<file path="src/rtl/riscv_mem_pkg.sv">
// Shared encodings for the MEM stage: funct3 sizes, FSM states, byte-strobe constants.
// Also provides the size decode and alignment check used by the top and by the lane aligner.
package riscv_mem_pkg;

    localparam logic [2:0] F3_B  = 3'b000;
    localparam logic [2:0] F3_H  = 3'b001;
    localparam logic [2:0] F3_W  = 3'b010;
    localparam logic [2:0] F3_BU = 3'b100;
    localparam logic [2:0] F3_HU = 3'b101;

    localparam logic [3:0] WSTRB_B = 4'b0001;
    localparam logic [3:0] WSTRB_H = 4'b0011;
    localparam logic [3:0] WSTRB_W = 4'b1111;

    typedef enum logic {IDLE, WAIT} state_t;

    typedef enum logic [1:0] {SZ_B, SZ_H, SZ_W} size_t;

    // BU/HU only exist for loads; every other unknown code falls back to word.
    function automatic size_t acc_size(input logic [2:0] f3, input logic is_load);
        size_t sz;
        if (f3 == F3_B || (is_load && f3 == F3_BU)) begin
            sz = SZ_B;
        end else if (f3 == F3_H || (is_load && f3 == F3_HU)) begin
            sz = SZ_H;
        end else begin
            sz = SZ_W;
        end
        return sz;
    endfunction

    function automatic logic misaligned(input size_t sz, input logic [1:0] lo);
        logic bad;
        case (sz)
            SZ_H:    bad = lo[0];
            SZ_W:    bad = (lo != 2'b00);
            default: bad = 1'b0;
        endcase
        return bad;
    endfunction

endpackage

</file>
<file path="src/rtl/mem_lane_align.sv">
// Combinational byte-lane steering: store replicate/strobe and load select/extend.
// Zero latency, no state, no backpressure.
module mem_lane_align
    import riscv_mem_pkg::*;
(
    input  logic [2:0]  funct3_i,
    input  logic        is_load_i,
    input  logic [1:0]  addr_lo_i,
    input  logic [31:0] store_data_i,
    input  logic [31:0] rdata_i,
    output logic [31:0] wdata_o,
    output logic [3:0]  wstrb_o,
    output logic [31:0] load_val_o
);

    size_t       sz;
    logic [7:0]  byte_v;
    logic [15:0] half_v;
    logic        sext;

    always_comb begin
        sz     = acc_size(funct3_i, is_load_i);
        byte_v = 8'(rdata_i >> {addr_lo_i, 3'b000});
        half_v = addr_lo_i[1] ? rdata_i[31:16] : rdata_i[15:0];
        // funct3[2] marks the unsigned load variants.
        sext   = ~funct3_i[2];

        wdata_o    = store_data_i;
        wstrb_o    = WSTRB_W;
        load_val_o = rdata_i;
        case (sz)
            SZ_B: begin
                wdata_o    = {4{store_data_i[7:0]}};
                wstrb_o    = WSTRB_B << addr_lo_i;
                load_val_o = {{24{sext & byte_v[7]}}, byte_v};
            end
            SZ_H: begin
                wdata_o    = {2{store_data_i[15:0]}};
                wstrb_o    = WSTRB_H << addr_lo_i;
                load_val_o = {{16{sext & half_v[15]}}, half_v};
            end
            default: begin
                wdata_o    = store_data_i;
                wstrb_o    = WSTRB_W;
                load_val_o = rdata_i;
            end
        endcase
    end

endmodule

</file>
<file path="src/rtl/mem_access_unit.sv">
// MEM stage: one req/ack data-memory transaction per load/store, MEM/WB outputs registered (latency 1).
// Stalls upstream from the issuing cycle until the ack or timeout cycle; misaligned ops retire with no request.
module mem_access_unit
    import riscv_mem_pkg::*;
#(
    parameter int TIMEOUT = 16,
    parameter int AW      = 32
) (
    input  logic          clk,
    input  logic          reset,
    input  logic          ex_valid,
    input  logic [31:0]   alu_result,
    input  logic [31:0]   store_data,
    input  logic [2:0]    funct3,
    input  logic          MEM_ren_in,
    input  logic          MEM_wen_in,
    input  logic [4:0]    Rd_in,
    input  logic          WB_sel_in,
    input  logic          Reg_WB_in,
    output logic          stall,
    output logic          dmem_req,
    output logic          dmem_we,
    output logic [AW-3:0] dmem_addr,
    output logic [31:0]   dmem_wdata,
    output logic [3:0]    dmem_wstrb,
    input  logic          dmem_ack,
    input  logic [31:0]   dmem_rdata,
    output logic          wb_valid,
    output logic [31:0]   alu_out,
    output logic [31:0]   load_data,
    output logic [4:0]    Rd_out,
    output logic          WB_sel_out,
    output logic          Reg_WB_out,
    output logic          misalign_err,
    output logic          bus_err
);

    localparam int          CW       = $clog2(TIMEOUT);
    localparam logic [CW-1:0] CNT_LAST = CW'(TIMEOUT - 1);

    state_t        state_q, state_d;
    logic [CW-1:0] cnt_q, cnt_d;
    logic [31:0]   addr_q, addr_d;
    logic [31:0]   sdata_q, sdata_d;
    logic [2:0]    f3_q, f3_d;
    logic          we_q, we_d;
    logic [4:0]    rd_q, rd_d;
    logic          wbsel_q, wbsel_d;
    logic          regwb_q, regwb_d;

    logic          wb_valid_q, wb_valid_d;
    logic [31:0]   alu_out_q, alu_out_d;
    logic [31:0]   load_data_q, load_data_d;
    logic [4:0]    rd_out_q, rd_out_d;
    logic          wbsel_out_q, wbsel_out_d;
    logic          regwb_out_q, regwb_out_d;
    logic          mis_q, mis_d;
    logic          berr_q, berr_d;

    logic          stall_c;
    logic          mem_op;
    logic          in_bad;
    logic [31:0]   lane_wdata;
    logic [3:0]    lane_wstrb;
    logic [31:0]   lane_load;

    mem_lane_align u_lane (
        .funct3_i     (f3_q),
        .is_load_i    (~we_q),
        .addr_lo_i    (addr_q[1:0]),
        .store_data_i (sdata_q),
        .rdata_i      (dmem_rdata),
        .wdata_o      (lane_wdata),
        .wstrb_o      (lane_wstrb),
        .load_val_o   (lane_load)
    );

    assign mem_op = ex_valid & (MEM_ren_in | MEM_wen_in);
    assign in_bad = misaligned(acc_size(funct3, ~MEM_wen_in), alu_result[1:0]);

    always_comb begin
        state_d     = state_q;
        cnt_d       = cnt_q;
        addr_d      = addr_q;
        sdata_d     = sdata_q;
        f3_d        = f3_q;
        we_d        = we_q;
        rd_d        = rd_q;
        wbsel_d     = wbsel_q;
        regwb_d     = regwb_q;
        wb_valid_d  = 1'b0;
        alu_out_d   = alu_out_q;
        load_data_d = load_data_q;
        rd_out_d    = rd_out_q;
        wbsel_out_d = wbsel_out_q;
        regwb_out_d = regwb_out_q;
        mis_d       = 1'b0;
        berr_d      = 1'b0;
        stall_c     = 1'b0;

        case (state_q)
            IDLE: begin
                if (mem_op && !in_bad) begin
                    stall_c = 1'b1;
                    addr_d  = alu_result;
                    sdata_d = store_data;
                    f3_d    = funct3;
                    we_d    = MEM_wen_in;
                    rd_d    = Rd_in;
                    wbsel_d = WB_sel_in;
                    regwb_d = Reg_WB_in;
                    cnt_d   = '0;
                    state_d = WAIT;
                end else begin
                    // Non-mem pass-through, or a misaligned op retiring without a bus access.
                    wb_valid_d  = ex_valid;
                    alu_out_d   = alu_result;
                    load_data_d = 32'h0;
                    rd_out_d    = Rd_in;
                    wbsel_out_d = WB_sel_in;
                    regwb_out_d = Reg_WB_in & ~mem_op;
                    mis_d       = mem_op;
                end
            end
            WAIT: begin
                if (dmem_ack) begin
                    wb_valid_d  = 1'b1;
                    alu_out_d   = addr_q;
                    load_data_d = we_q ? 32'h0 : lane_load;
                    rd_out_d    = rd_q;
                    wbsel_out_d = wbsel_q;
                    regwb_out_d = regwb_q;
                    state_d     = IDLE;
                end else if (cnt_q == CNT_LAST) begin
                    wb_valid_d  = 1'b1;
                    alu_out_d   = addr_q;
                    load_data_d = 32'h0;
                    rd_out_d    = rd_q;
                    wbsel_out_d = wbsel_q;
                    regwb_out_d = 1'b0;
                    berr_d      = 1'b1;
                    state_d     = IDLE;
                end else begin
                    stall_c = 1'b1;
                    cnt_d   = cnt_q + 1'b1;
                end
            end
            default: state_d = IDLE;
        endcase
    end

    always_ff @(posedge clk) begin
        if (!reset) begin
            state_q     <= IDLE;
            cnt_q       <= '0;
            addr_q      <= '0;
            sdata_q     <= '0;
            f3_q        <= '0;
            we_q        <= 1'b0;
            rd_q        <= '0;
            wbsel_q     <= 1'b0;
            regwb_q     <= 1'b0;
            wb_valid_q  <= 1'b0;
            alu_out_q   <= '0;
            load_data_q <= '0;
            rd_out_q    <= '0;
            wbsel_out_q <= 1'b0;
            regwb_out_q <= 1'b0;
            mis_q       <= 1'b0;
            berr_q      <= 1'b0;
        end else begin
            state_q     <= state_d;
            cnt_q       <= cnt_d;
            addr_q      <= addr_d;
            sdata_q     <= sdata_d;
            f3_q        <= f3_d;
            we_q        <= we_d;
            rd_q        <= rd_d;
            wbsel_q     <= wbsel_d;
            regwb_q     <= regwb_d;
            wb_valid_q  <= wb_valid_d;
            alu_out_q   <= alu_out_d;
            load_data_q <= load_data_d;
            rd_out_q    <= rd_out_d;
            wbsel_out_q <= wbsel_out_d;
            regwb_out_q <= regwb_out_d;
            mis_q       <= mis_d;
            berr_q      <= berr_d;
        end
    end

    assign stall      = reset & stall_c;
    assign dmem_req   = (state_q == WAIT);
    assign dmem_we    = dmem_req & we_q;
    assign dmem_addr  = dmem_req ? addr_q[AW-1:2] : '0;
    assign dmem_wdata = (dmem_req && we_q) ? lane_wdata : 32'h0;
    assign dmem_wstrb = dmem_req ? (we_q ? lane_wstrb : WSTRB_W) : 4'h0;

    assign wb_valid     = wb_valid_q;
    assign alu_out      = alu_out_q;
    assign load_data    = load_data_q;
    assign Rd_out       = rd_out_q;
    assign WB_sel_out   = wbsel_out_q;
    assign Reg_WB_out   = regwb_out_q;
    assign misalign_err = mis_q;
    assign bus_err      = berr_q;

endmodule

</file>
<file path="config.mk">
export PLATFORM = sky130hd
export DESIGN_NAME = mem_access_unit
export DESIGN_NICKNAME = d
export VERILOG_FILES = /design/src/rtl/riscv_mem_pkg.sv /design/src/rtl/mem_lane_align.sv /design/src/rtl/mem_access_unit.sv
export SDC_FILE = /design/constraint.sdc
export NUM_CORES = 1
export LEC_CHECK = 0
export BUFFER_PORTS_ARGS = -buffer_cell sky130_fd_sc_hd__buf_2
export CORE_ASPECT_RATIO = 1.25
export CORE_UTILIZATION = 54
export DETAILED_ROUTE_END_ITERATION = 10
export HOLD_SLACK_MARGIN = 0.03
export PLACE_DENSITY = 0.86
export SLEW_MARGIN = 40
export SYNTH_ARGS = -nofsm -noshare
export SYNTH_HDL_FRONTEND = slang
export SYNTH_HIERARCHICAL = 1
export SYNTH_SLANG_ARGS = --single-unit
</file>
<file path="constraint.sdc">
create_clock -name clk -period 2.6 [get_ports clk]
set_input_delay 0.26 -clock clk [delete_from_list [all_inputs] [get_ports clk]]
set_output_delay 0.26 -clock clk [all_outputs]
set_load 0.005 [all_outputs]
</file>
# After elaboration in Yosys (flattened, before gate mapping)
# Cells that the tools add are included.
[word_totals] word_cells=115 ff_bits=154
[op_classes] addsub=1 n_reduce_logical=20 eq_ne=15 muxes=46 n_shift=3 n_bitwise=13
[op_table] cell="$mux 32" count=8
[op_table] cell="$pmux 32 s2" count=4
[op_table] cell="$shr 32x5->8" count=1
[op_table] cell="$mux 30" count=1
[op_table] cell="$mux 4" count=5
[op_table] cell="$mux 16" count=1
[op_table] cell="$pmux 4 s2" count=2
[op_table] cell="$mux 5" count=3
[op_table] cell="$eq 3x3->1 const B" count=4
[op_table] cell="$mux 1" count=12
[op_table] cell="$pmux 1 s2" count=5
[op_table] cell="$pmux 5 s2" count=1
[op_table] cell="$mux 2" count=4
[op_table] cell="$ne 2x2->1 const B" count=4
[op_table] cell="$and 1x1->1" count=6
[op_table] cell="$eq 3x1->1 const B" count=2
[op_table] cell="$logic_and 1x1->1" count=6
[op_table] cell="$logic_not 3->1" count=2
[op_table] cell="$not 1->1" count=6
[op_table] cell="$reduce_or 3->1" count=2
[op_table] cell="$add 4x1->4 const B" count=1
[op_table] cell="$eq 2x1->1 const B" count=2
[op_table] cell="$eq 4x4->1 const B" count=1
[op_table] cell="$logic_or 1x1->1" count=4
[op_table] cell="other kinds (10)" count=11

# Longest topological paths before layout
[depth] word_depth=12 ltp_mapped=8 ltp_nobuf=6

# Modules after synthesis
# Netlist, hierarchy kept.
[by_module_without_submodules] mod="mem_access_unit" n_inst=1 area_each_um2=6009.5 seq_area_each_um2=3083.0 cells_each=645
[by_module_without_submodules] mod="mem_lane_align" n_inst=1 area_each_um2=1033.5 seq_area_each_um2=0.0 cells_each=159

# Least setup slack after synthesis
# Ideal clock, no wire load.
[synth_path] path_type="register -> output" start="reg we_q" end="out dmem_wdata[24]" required_ps=2340 stages_incl_launch_ff=9 t_arrival_ps=1546 setup_slack_ps=794 path_cell_list="dfxtp_1 -> inv_1 -> nor2b_1 -> or2_2 -> buf_2 -> buf_4 -> a22oi_1 -> nand2_1 -> and3_1"
[synth_between] elab_chain_cells=8 word_cells_on_any_way=12
[synth_lines] element="start: declaration" line_no="mem_access_unit.sv:46" source="logic we_q, we_d;"
[synth_lines] element="start signal: assignment" line_no="mem_access_unit.sv:177" source="we_q <= we_d;"
[synth_lines] element="$not 1->1 (*)" line_no="mem_access_unit.sv:69" source=".is_load_i (~we_q),"
[synth_lines] element="$logic_and 1x1->1" line_no="riscv_mem_pkg.sv:24" source="end else if (f3 == F3_H || (is_load && f3 == F3_HU)) begin"
[synth_lines] element="$logic_or 1x1->1" line_no="riscv_mem_pkg.sv:24"
[synth_lines] element="$mux 2" line_no="riscv_mem_pkg.sv:24"
[synth_lines] element="$mux 2 (*)" line_no="riscv_mem_pkg.sv:22" source="if (f3 == F3_B || (is_load && f3 == F3_BU)) begin"
[synth_lines] element="$eq 2x1->1 or $logic_not 2->1 (tied branches)" line_no="mem_lane_align.sv:31" source="case (sz)"
[synth_lines] element="$pmux 32 s2 (*)" line_no="mem_lane_align.sv:31"
[synth_lines] element="via lane_wdata[24]" line_no="mem_access_unit.sv:63" source="logic [31:0] lane_wdata;"
[synth_lines] element="$mux 32 (*)" line_no="mem_access_unit.sv:196" source="assign dmem_wdata = (dmem_req && we_q) ? lane_wdata : 32'h0;"
[synth_lines] element="end: declaration" line_no="mem_access_unit.sv:24" source="output logic [31:0] dmem_wdata,"
# The timed path passes the listed nets; every way through them passes the cells marked *.

# Worst setup path after layout
[layout_path] start="reg f3_q[2]" end="out dmem_wdata[24]"
[layout_between] elab_chain_cells=8 word_cells_on_any_way=14
[layout_lines] element="start: declaration" line_no="mem_access_unit.sv:45" source="logic [2:0] f3_q, f3_d;"
[layout_lines] element="start signal: assignment" line_no="mem_access_unit.sv:158" source="f3_q <= '0;"
[layout_lines] element="start signal: assignment" line_no="mem_access_unit.sv:176" source="f3_q <= f3_d;"
[layout_lines] element="$eq 3x3->1" line_no="riscv_mem_pkg.sv:24"
[layout_lines] element="$logic_and 1x1->1" line_no="riscv_mem_pkg.sv:24"
[layout_lines] element="$logic_or 1x1->1" line_no="riscv_mem_pkg.sv:24"
[layout_lines] element="$mux 2" line_no="riscv_mem_pkg.sv:24"
[layout_lines] element="$mux 2 (*)" line_no="riscv_mem_pkg.sv:22"
[layout_lines] element="$eq 2x1->1 or $logic_not 2->1 (tied branches)" line_no="mem_lane_align.sv:31"
[layout_lines] element="$pmux 32 s2 (*)" line_no="mem_lane_align.sv:31"
[layout_lines] element="via lane_wdata[24]" line_no="mem_access_unit.sv:63"
[layout_lines] element="$mux 32 (*)" line_no="mem_access_unit.sv:196"
# Marked as above.

==> results.sh <==
export IMPL_io_pins=255
export IMPL_cts_setup_buffers=0
export IMPL_dpl_cell_count=1166
export IMPL_fin_tns_setup_ps=0
export IMPL_clkPwrFrac=0.423
export IMPL_port_buffers=254
export IMPL_wl_met2_um=10200
export IMPL_skew_ps=11.8
export IMPL_synth_cells=804
export IMPL_pwr_share_seq=0.441
export IMPL_switching_share=0.266
export IMPL_core_um2=12700
export IMPL_fmax_ghz=0.419
export IMPL_syn_avg_cell_area_um2=8.76
export IMPL_critPathTopFamily="simple AND/OR/NAND/NOR gates"
export IMPL_ys_warn_count=6
export IMPL_clkTransAtPathRegs_ps=60
export IMPL_p_sw_mw=1.55
export IMPL_grt_max_degree=77
export IMPL_worstMarginPinSlew_ps=682
export IMPL_place_area_um2=8310
export IMPL_crit_type="reg2out"
export IMPL_dr_wl_met3_um=1710
export IMPL_synth_cell_types=48
export IMPL_path_cells="nor2b_1 > or2_4 > a22oi_1 > nand2_1 > and3_1 > buf_2"
export IMPL_max_cap_viol_count=0
export IMPL_die_w_um=104
export IMPL_intPower_mw=4.28
export IMPL_relSlewSlack=0.546
export IMPL_async_flop_share=0
export IMPL_power_density_nw_per_um2=654
export IMPL_dp_final_hpwl_um=14400
export IMPL_grtUsageTotal=0.304
export IMPL_fin_ws_ps=215
export IMPL_place_congestion=0.922
export IMPL_ant_nets=0
export IMPL_max_stage_delay_ps=450
export IMPL_min_path_type="in2reg"
export IMPL_rsz0062_at_grt="false"
export IMPL_finalNonFillerCells=1198
export IMPL_cp_end_kind="output port"
export IMPL_vias=6969
export IMPL_clock_path_buffers=2
export IMPL_ys_ff_latch=154
export IMPL_drv_slew=0
export IMPL_die_h_um=130
export IMPL_final_area_um2=8910
export IMPL_synth_area_um2=7040
export IMPL_ir_drop_v=0.000429
export IMPL_setup_viol=0
export IMPL_whs_ps=86.0
export IMPL_via_per_inst=5.82
export IMPL_cp_max_fo=23
export IMPL_arrival_ps=2130
export IMPL_cts_buffers_inserted=17
export IMPL_p_leak_nw=4.25
export IMPL_synth_seq_area_share=0.438
export IMPL_startpoint_type="flip-flop"
export IMPL_pre_cts_ws_ps=445
export IMPL_hold_depth=2
export IMPL_initial_core_util=0.554
export IMPL_nNetsFinal=1130
export IMPL_fin_crit_ps=2390
export IMPL_insertion_delay_ps=410
export IMPL_antenna_cells=0
export IMPL_wl_met1_um=8430
export IMPL_top_layer="met4"
export IMPL_grt_ovfl_total=0
export IMPL_rr_worst_depth=5
export IMPL_timing_final_crit_share=0.917
export IMPL_synth_edf_count=0
export IMPL_wirelength_um=21000
export IMPL_antenna_found_initial=1
export IMPL_cts_sinks=154
export IMPL_comb_power_share=0.136
export IMPL_status="completed"
export IMPL_grt_pass1_wl_um=32800
export IMPL_cts_htree_levels=4
export IMPL_dieArea_um2=13500
export IMPL_crit_slowest_cell="dfxtp_1"
export IMPL_hold_viol=0
export IMPL_drt_iter0_drc=505
export IMPL_cts_root_buf="clkbuf_16"
export IMPL_areaGrowthSynthToFinish_pct=26.5
export IMPL_drt_pass1_iter_count=5
export IMPL_syn_nets=917
export IMPL_path_depth=6
export IMPL_std_cell_rows=46
export IMPL_drc_errors=0
export IMPL_wire_per_inst_um=17.5
export IMPL_cts_tree="yes"
export IMPL_synthFlopType="dfxtp_1"
export IMPL_crit_buf_inv=1
export IMPL_cp_required_ps=2340
export IMPL_grt_pass1_vias=6474
export IMPL_layout_drive_gt1_share=0.342
==> layout make-up <==
type	count	area [um2]
inverters	10	37.5
flip-flops and latches	154	3080
well taps	168	210
multi-input cells	558	3540
repair buffers	276	1450
clock buffers	18	429
fillers	1074	3810
clock inverters	14	161
==> repair_timing <==
item / 4_1_cts / 5_1_grt
resized for setup: 0 / 2
hold buffers: 0 / 0
setup endpoints to repair: 0 / 9
==> synth_stat cells (all sizes together) (3+ instances only) <==
library cell / n / area (um2)
mux2: 11 / 124
nor2: 13 / 51.3
nand3: 12 / 60.1
mux2i: 5 / 50.1
o22ai: 7 / 43.8
o221a: 26 / 293
and3: 33 / 206
o21a: 7 / 52.6
nand2b: 3 / 18.8
clkbuf: 41 / 156
a2bb2oi: 7 / 61.3
nand2: 180 / 676
a21oi: 72 / 375
a221o: 29 / 290
buf: 41 / 253
nor3: 7 / 35.0
inv: 10 / 37.5
o2bb2ai: 26 / 228
a21o: 16 / 120
a22o: 36 / 315
a22oi: 6 / 45.0
a221oi: 3 / 43.8
and2: 30 / 188
dfxtp: 154 / 3080
o21ai: 11 / 55.1
==> routing by layer <==
| layer | track usage | vias up |
|---|---|---|
| met5 | 0 | - |
| met4 | 0.132 | 0 |
| met3 | 0.0815 | 46 |
| met2 | 0.505 | 350 |
| met1 | 0.373 | 3257 |
| li1 | - | 3316 |
==> per-stage QoR <==
| stage | power [mW] | util |
|---|---|---|
| final | 5.83 | 0.700 |
| after global placement | 3.38 | 0.654 |
| after CTS | 5.85 | 0.700 |
| after global routing | 6.05 | 0.700 |
| after floorplan | 3.10 | - |
| after detailed placement | 3.40 | 0.654 |
==> power by group through the flow <==
stage	Sequential [mW]	Clock (mW)	Combinational (mW)
4_1_cts	2.57	2.49	0.788
5_1_grt	2.58	2.60	0.865
3_3_place_gp	2.61	0	0.770
2_1_floorplan	2.60	0	0.499
3_5_place_dp	2.62	0	0.784
6_report	2.57	2.46	0.794
==> sequential cells by signal (all words and copies together) (netlist names), 3 cells and up <==
signal     count
f3_q           3
Rd_out         5
cnt_q          4
rd_q           5
sdata_q       32
addr_q        32
alu_out       32
load_data     32
==> cells by family (layout without fill, tap and decap cells) <==
group / Yosys count / in the layout / synth area share
buf+inv: 92 / 318 / 0.0634
simple gates: 287 / 287 / 0.187
xor+xnor: 2 / 2 / 0.00249
compound gates: 252 / 252 / 0.283
mux: 16 / 16 / 0.0247
flops: 154 / 154 / 0.438
fa+ha+maj: 1 / 1 / 0.00178
==> cells in the final DEF, fill, tap and decap left out, types with 3 or more instances in the layout <==
master,n
mux2_2,11
a2bb2oi_1,7
nor3_1,7
o221a_1,10
a21o_1,16
mux2i_1,5
inv_6,4
nand2b_1,3
and3_1,33
nand2_1,180
clkbuf_16,17
inv_1,9
buf_4,21
a21oi_1,69
nor2_1,11
a22o_1,36
o221a_2,16
o2bb2ai_1,26
dfxtp_1,153
a22oi_1,6
clkinvlp_4,5
buf_2,254
and2_1,30
o21a_1,7
o22ai_1,7
nand3_1,12
o21ai_0,11
a221o_1,29
==> path summary, 6_finish.rpt <==
kind | startpoint | to | slack, ps
hold / removal | Reg_WB_in | regwb_q | 90
hold reg to reg | addr_q[13] | addr_q[13] | 450
setup reg to reg | dmem_req | alu_out[1] | 520
setup / recovery | f3_q[2] | dmem_wdata[24] | 210
Note: power is estimated with default switching activity, not from simulation.
